[src/rtl/sync_fifo_flags.sv]
`default_nettype none
// ============================================================================
// Module   : sync_fifo_flags
// Purpose  : Single-clock, occupancy-counter FIFO with programmable
//            almost-full / almost-empty thresholds, exported fill level,
//            sticky overflow / underflow flags with clear, and an optional
//            first-word-fall-through read port.
// Revision : 1.0 - initial release
// ============================================================================
module sync_fifo_flags #(
  parameter int DATA_WIDTH = 8,
  parameter int DEPTH      = 16,
  parameter int AF_THRESH  = DEPTH - 2,
  parameter int AE_THRESH  = 2,
  parameter bit FWFT       = 1'b0
) (
  input  logic                     clk,
  input  logic                     rst,
  input  logic                     w_en,
  input  logic [DATA_WIDTH-1:0]    data_in,
  input  logic                     r_en,
  input  logic                     clr_err,
  output logic [DATA_WIDTH-1:0]    data_out,
  output logic                     full,
  output logic                     empty,
  output logic                     almost_full,
  output logic                     almost_empty,
  output logic [$clog2(DEPTH):0]   count,
  output logic                     overflow,
  output logic                     underflow
);

  // --------------------------------------------------------------------------
  // Derived widths and width-matched constants
  // --------------------------------------------------------------------------
  localparam int AW = $clog2(DEPTH);
  localparam int CW = AW + 1;

  localparam logic [CW-1:0]         C_DEPTH   = CW'(DEPTH);
  localparam logic [CW-1:0]         C_AF      = CW'(AF_THRESH);
  localparam logic [CW-1:0]         C_AE      = CW'(AE_THRESH);
  localparam logic [CW-1:0]         C_CNT_ONE = CW'(1);
  localparam logic [AW-1:0]         C_PTR_ONE = AW'(1);
  localparam logic [DATA_WIDTH-1:0] C_ZERO    = '0;

  // --------------------------------------------------------------------------
  // State
  // --------------------------------------------------------------------------
  logic [DATA_WIDTH-1:0] r_mem [DEPTH];
  logic [AW-1:0]         r_wr_ptr;
  logic [AW-1:0]         r_rd_ptr;
  logic [CW-1:0]         r_count;
  logic                  r_overflow;
  logic                  r_underflow;

  logic                  w_full;
  logic                  w_empty;
  logic                  w_wr_accept;
  logic                  w_rd_accept;
  logic                  w_wr_reject;
  logic                  w_rd_reject;
  logic [DATA_WIDTH-1:0] w_head;

  // --------------------------------------------------------------------------
  // Status decodes: everything is derived from the registered count, so the
  // flags move in the cycle after the edge that accepted the operation.
  // --------------------------------------------------------------------------
  assign w_full  = (r_count == C_DEPTH);
  assign w_empty = (r_count == '0);

  // A write into a full FIFO is dropped even if a read pops in the same
  // cycle; a read from an empty FIFO is refused even if a write lands in
  // the same cycle (no bypass path from data_in to data_out).
  assign w_wr_accept = w_en & ~w_full;
  assign w_rd_accept = r_en & ~w_empty;
  assign w_wr_reject = w_en &  w_full;
  assign w_rd_reject = r_en &  w_empty;

  assign w_head = r_mem[r_rd_ptr];

  // Storage array: written on accepted writes only, intentionally not reset.
  always_ff @(posedge clk) begin
    if (!rst && w_wr_accept) begin
      r_mem[r_wr_ptr] <= data_in;
    end
  end

  // Write pointer: natural power-of-two wrap.
  always_ff @(posedge clk) begin
    if (rst) begin
      r_wr_ptr <= '0;
    end else if (w_wr_accept) begin
      r_wr_ptr <= r_wr_ptr + C_PTR_ONE;
    end
  end

  // Read pointer: natural power-of-two wrap.
  always_ff @(posedge clk) begin
    if (rst) begin
      r_rd_ptr <= '0;
    end else if (w_rd_accept) begin
      r_rd_ptr <= r_rd_ptr + C_PTR_ONE;
    end
  end

  // Occupancy counter: a concurrent accepted push and pop cancel out.
  always_ff @(posedge clk) begin
    if (rst) begin
      r_count <= '0;
    end else begin
      unique case ({w_wr_accept, w_rd_accept})
        2'b10:   r_count <= r_count + C_CNT_ONE;
        2'b01:   r_count <= r_count - C_CNT_ONE;
        default: r_count <= r_count;
      endcase
    end
  end

  // Sticky error flags: a new error in the clearing cycle keeps the flag set.
  always_ff @(posedge clk) begin
    if (rst) begin
      r_overflow  <= 1'b0;
      r_underflow <= 1'b0;
    end else begin
      r_overflow  <= (r_overflow  & ~clr_err) | w_wr_reject;
      r_underflow <= (r_underflow & ~clr_err) | w_rd_reject;
    end
  end

  // --------------------------------------------------------------------------
  // Read data path
  // --------------------------------------------------------------------------
  generate
    if (FWFT) begin : g_fwft
      // Head word is presented as soon as it exists; r_en acknowledges it.
      assign data_out = w_empty ? C_ZERO : w_head;
    end else begin : g_std
      logic [DATA_WIDTH-1:0] r_data_out;

      // Registered read: capture the head word on an accepted read, hold
      // otherwise (including on refused reads).
      always_ff @(posedge clk) begin
        if (rst) begin
          r_data_out <= '0;
        end else if (w_rd_accept) begin
          r_data_out <= w_head;
        end
      end

      assign data_out = r_data_out;
    end
  endgenerate

  // --------------------------------------------------------------------------
  // Outputs
  // --------------------------------------------------------------------------
  assign full         = w_full;
  assign empty        = w_empty;
  assign almost_full  = (r_count >= C_AF);
  assign almost_empty = (r_count <= C_AE);
  assign count        = r_count;
  assign overflow     = r_overflow;
  assign underflow    = r_underflow;

endmodule
`default_nettype wire

[config.mk]
export PLATFORM = sky130hd
export DESIGN_NAME = sync_fifo_flags
export DESIGN_NICKNAME = d
export VERILOG_FILES = /design/src/rtl/sync_fifo_flags.sv
export SDC_FILE = /design/constraint.sdc
export NUM_CORES = 1
export LEC_CHECK = 0
export BUFFER_PORTS_ARGS = -buffer_cell sky130_fd_sc_hd__buf_2
export CAP_MARGIN = 20
export CORE_ASPECT_RATIO = 2
export CORE_MARGIN = 2
export CORE_UTILIZATION = 50
export DETAILED_ROUTE_END_ITERATION = 16
export PLACE_DENSITY = 0.7
export RECOVER_POWER = 100
export SLEW_MARGIN = 20
export SYNTH_ARGS = -nofsm -noshare
export SYNTH_HDL_FRONTEND = slang
export SYNTH_SLANG_ARGS = --single-unit
[constraint.sdc]
create_clock -name clk -period 3.3 [get_ports clk]
set_input_delay 0.99 -clock clk [delete_from_list [all_inputs] [get_ports clk]]
set_output_delay 0.99 -clock clk [all_outputs]
set_load 0.005 [all_outputs]
==> run_results.csv <==
group,metric,value,unit
worst_setup_path,crit-reg2reg-launch,"count[0]$_SDFFE_PP0P_",
final_layout,n_antenna_cell,0,
worst_setup_path,path_max_fanout,6,
job,drv_cap,0,
worst_setup_path,end_kind,"register",
sta,timing.fmax,333.1,MHz
final_layout,fillers,913,
global_routing,grt_max_degree,51,
final_layout,seq_area,4305,sq um
final_layout,nNetsFinal,442,
final_layout,syn_to_final_growth,13.61,%
sta,skew,0.009017,ns
synthesis,synth_seq_cells,151,
floorplan,ios,32,
clock_network,h-tree-depth,4,
sta,period_share,0.9098,
power_and_ir_drop,ir_worst_vdd,465.6,uV
synthesis,synth-warning-count,0,
global_routing,antenna_found_initial,0,
worst_hold_path,hold_class,"register to register",
sta,drv_slew,0,
final_layout,multi_input_area,1582,sq um
route,dr.first_iter.drc_count,268,
run_status,status,"complete, no violations",
clock_network,ctsResizeCount,0,
worst_setup_path,crit_buf_inv,2,
route,dr.pass1.iters,4,
sta,period_needed,3.002,ns
worst_setup_path,startpoint,"count[0]$_SDFFE_PP0P_",
synthesis,yosys.area.top_type,"edfxtp_1",
power_and_ir_drop,pwr_density_cell,715.1,nW/um^2
route,wl_per_cell,21.44,microns
synthesis,syn-num-nets,395,
clock_network,cts_tree,"built",
synthesis,async_reset_ff_frac,0,
sta,setup_violations,0,
power_and_ir_drop,p_leak,0.002162,uW
floorplan,die_area,12990,sq um
worst_hold_path,min-delay-start,"data_out[5]$_SDFFE_PP0P_",
clock_network,post_cts_buffers,0,
route,avgViaCountPerCell,5.745,
clock_network,worstSkewPairLatency,0.42,ns
synthesis,synth_ff_type,"edfxtp_1",
synthesis,syn_area,6022,sq um
worst_setup_path,critPathSlowestCell,"nor4_2",
clock_network,numCtsBuffers,17,
clock_network,clock-root-buffer,"clkbuf_16",
sta,timing.slew.headroom,0.3727,
synthesis,synth.most_common_cell,"edfxtp_1",
synthesis,synth_commonest_cells,"edfxtp_1 (128), nor2_1 (53), mux2i_1 (34)",
floorplan,die_y,159.2,microns
global_routing,first_global_vias,3391,
sta,tightest_slew,0.9409,ns
route,remaining_drc_errors,0,
global_routing,overflow,0,
clock_network,clkTransAtPathRegs,0.06,ns
worst_setup_path,crit_family,"simple AND/OR/NAND/NOR gates",
worst_setup_path,crit_chain,"nor4_2 -> a21boi_2 -> inv_1 -> ha_1 -> inv_1 -> fa_1 -> nor2b_1 -> o21ai_0 -> nand3_1 -> or3b_1 -> mux2_1",
worst_setup_path,worstSetupPathType,"register to register",
worst_setup_path,crit_arrival,3.30,ns
sta,fin_ws,0.2976,ns
worst_setup_path,start_kind,"register",
synthesis,synth_top_cell_area_share,0.6383,
floorplan,die_w,81.60,microns
synthesis,synthTopCellsByArea,"edfxtp_1 (64%), dfxtp_1 (7.6%), mux4_2 (6.0%)",
sta,grt_setup_unrepaired,"no",
placement,portBuffers,31,
worst_setup_path,cp.required,3.60,ns
worst_setup_path,crit_top_cell,"inv_1",
route,ant_nets,0,
placement,place_hpwl,8.670,mm
floorplan,rows,56,
floorplan,start_util,0.5116,
clock_network,clockBufferDepth,2,
worst_setup_path,max_stage_delay,0.52,ns
synthesis,yosysSeqAreaShare,0.7147,
placement,gp_congestion,0.8594,
clock_network,hold_buffers,0,
global_routing,grt_util_all_layers,0.2077,
synthesis,syn_inst,372,
synthesis,syn_area_per_cell,16.19,sq um
synthesis,synthDistinctLibCells,36,
placement,dp_worst_setup_slack,0.05316,ns
clock_network,cts_sinks,151,
route,wl,12.37,mm
route,via_count,3315,
sta,tns,0,ns
final_layout,layout-drive-gt1-share,0.1389,
sta,final_hold_viol_count,0,
global_routing,grt_pass1_wl,18.79,mm
floorplan,core_area,11770,sq um
synthesis,synth_edf_count,128,
## stage by stage
| stage | power, uW | hold slack (ns) | cell area, sq um | std cells | utilization |
|---|---|---|---|---|---|
| final | 4892 | 0.5020 | 6842 | 577 | 0.5812 |
| after global routing | 5115 | 0.5174 | 6842 | 577 | 0.5812 |
| after CTS | 4966 | 0.5009 | 6922 | 577 | 0.5880 |
| after detailed placement | 3209 | 0.4921 | 6377 | 545 | 0.5418 |
| after global placement | 3177 | 0.4913 | 6377 | 545 | 0.5418 |
| after floorplan | 2883 | 0.4920 | 6022 | 372 | - |
## layer usage
layer  global-route usage  part of all wire  vias to the layer above
met4               0.1136             0.045                        0
met3              0.04478             0.036                       30
met5                    0                 0                        -
li1                     -                 -                     1525
met1               0.2117              0.35                     1664
met2               0.3759              0.57                       96
## cells in the final DEF, fill, tap and decap left out, types with 2 or more instances in the layout
| master | Yosys | routed |
|---|---|---|
| a21oi_1 | 5 | 5 |
| a22oi_1 | 10 | 10 |
| a311oi_1 | 8 | 8 |
| and2_0 | 0 | 2 |
| buf_2 | 10 | 6 |
| buf_4 | 1 | 3 |
| clkbuf_1 | 3 | 38 |
| clkbuf_16 | 0 | 17 |
| clkinv_2 | 0 | 2 |
| clkinv_4 | 0 | 2 |
| clkinvlp_4 | 0 | 2 |
| dfxtp_1 | 23 | 22 |
| edfxtp_1 | 128 | 128 |
| ha_1 | 9 | 9 |
| inv_1 | 9 | 9 |
| inv_6 | 0 | 7 |
| mux2i_1 | 34 | 34 |
| mux4_2 | 16 | 16 |
| nand2_1 | 9 | 9 |
| nand3_1 | 3 | 3 |
| nand3b_1 | 2 | 2 |
| nand4_1 | 2 | 2 |
| nor2_1 | 53 | 53 |
| nor2b_1 | 4 | 4 |
| o22ai_1 | 16 | 16 |
| xnor2_1 | 3 | 3 |
| xor2_1 | 5 | 5 |
## worst min-delay path: stages, from the launching register on
cell and delay [ns]:
dfxtp_1 0.31, nor2_1 0.09, a311oi_1 0.05
## registers in the layout, indices dropped and copies added (netlist names)
register,count
r_mem,128
underflow,1
count,5
data_out,8
overflow,1
r_wr_ptr,4
r_rd_ptr,4
## report_power, final
part | switching, uW | internal [uW] | total [uW]
clock network | 785 | 981 | 1770
logic | 485 | 349 | 834
registers | 108 | 2180 | 2290
total | 1380 | 3510 | 4890
## path summary, 6_finish.rpt
path | end | slack [ns] | depth (start not counted)
worst max-delay path | count[4]$_SDFFE_PP0P_ | 0.30 | 11
worst min-delay path | data_out[5]$_SDFFE_PP0P_ | 0.50 | 2
worst max register to register | count[4]$_SDFFE_PP0P_ | 0.30 | 11
worst min register to register | data_out[5]$_SDFFE_PP0P_ | 0.50 | 2
## cells by family after synthesis
group | count (synthesis) | synth area share
mux | 51 | 0.1182
compound gates | 44 | 0.05153
buf+inv | 28 | 0.02265
simple gates | 80 | 0.05921
xor+xnor | 8 | 0.01164
flops | 151 | 0.7147
fa+ha+maj | 10 | 0.02202
## area by class of cell
type | instances | area share
inverters | 9 | 0.004938
clock buffers | 18 | 0.06273
repair buffers | 47 | 0.02853
clock inverters | 14 | 0.01683
multi-input cells | 193 | 0.2312
flip-flops and latches | 151 | 0.6293
well taps | 145 | 0.02652
(Power assumes the default switching activity.)
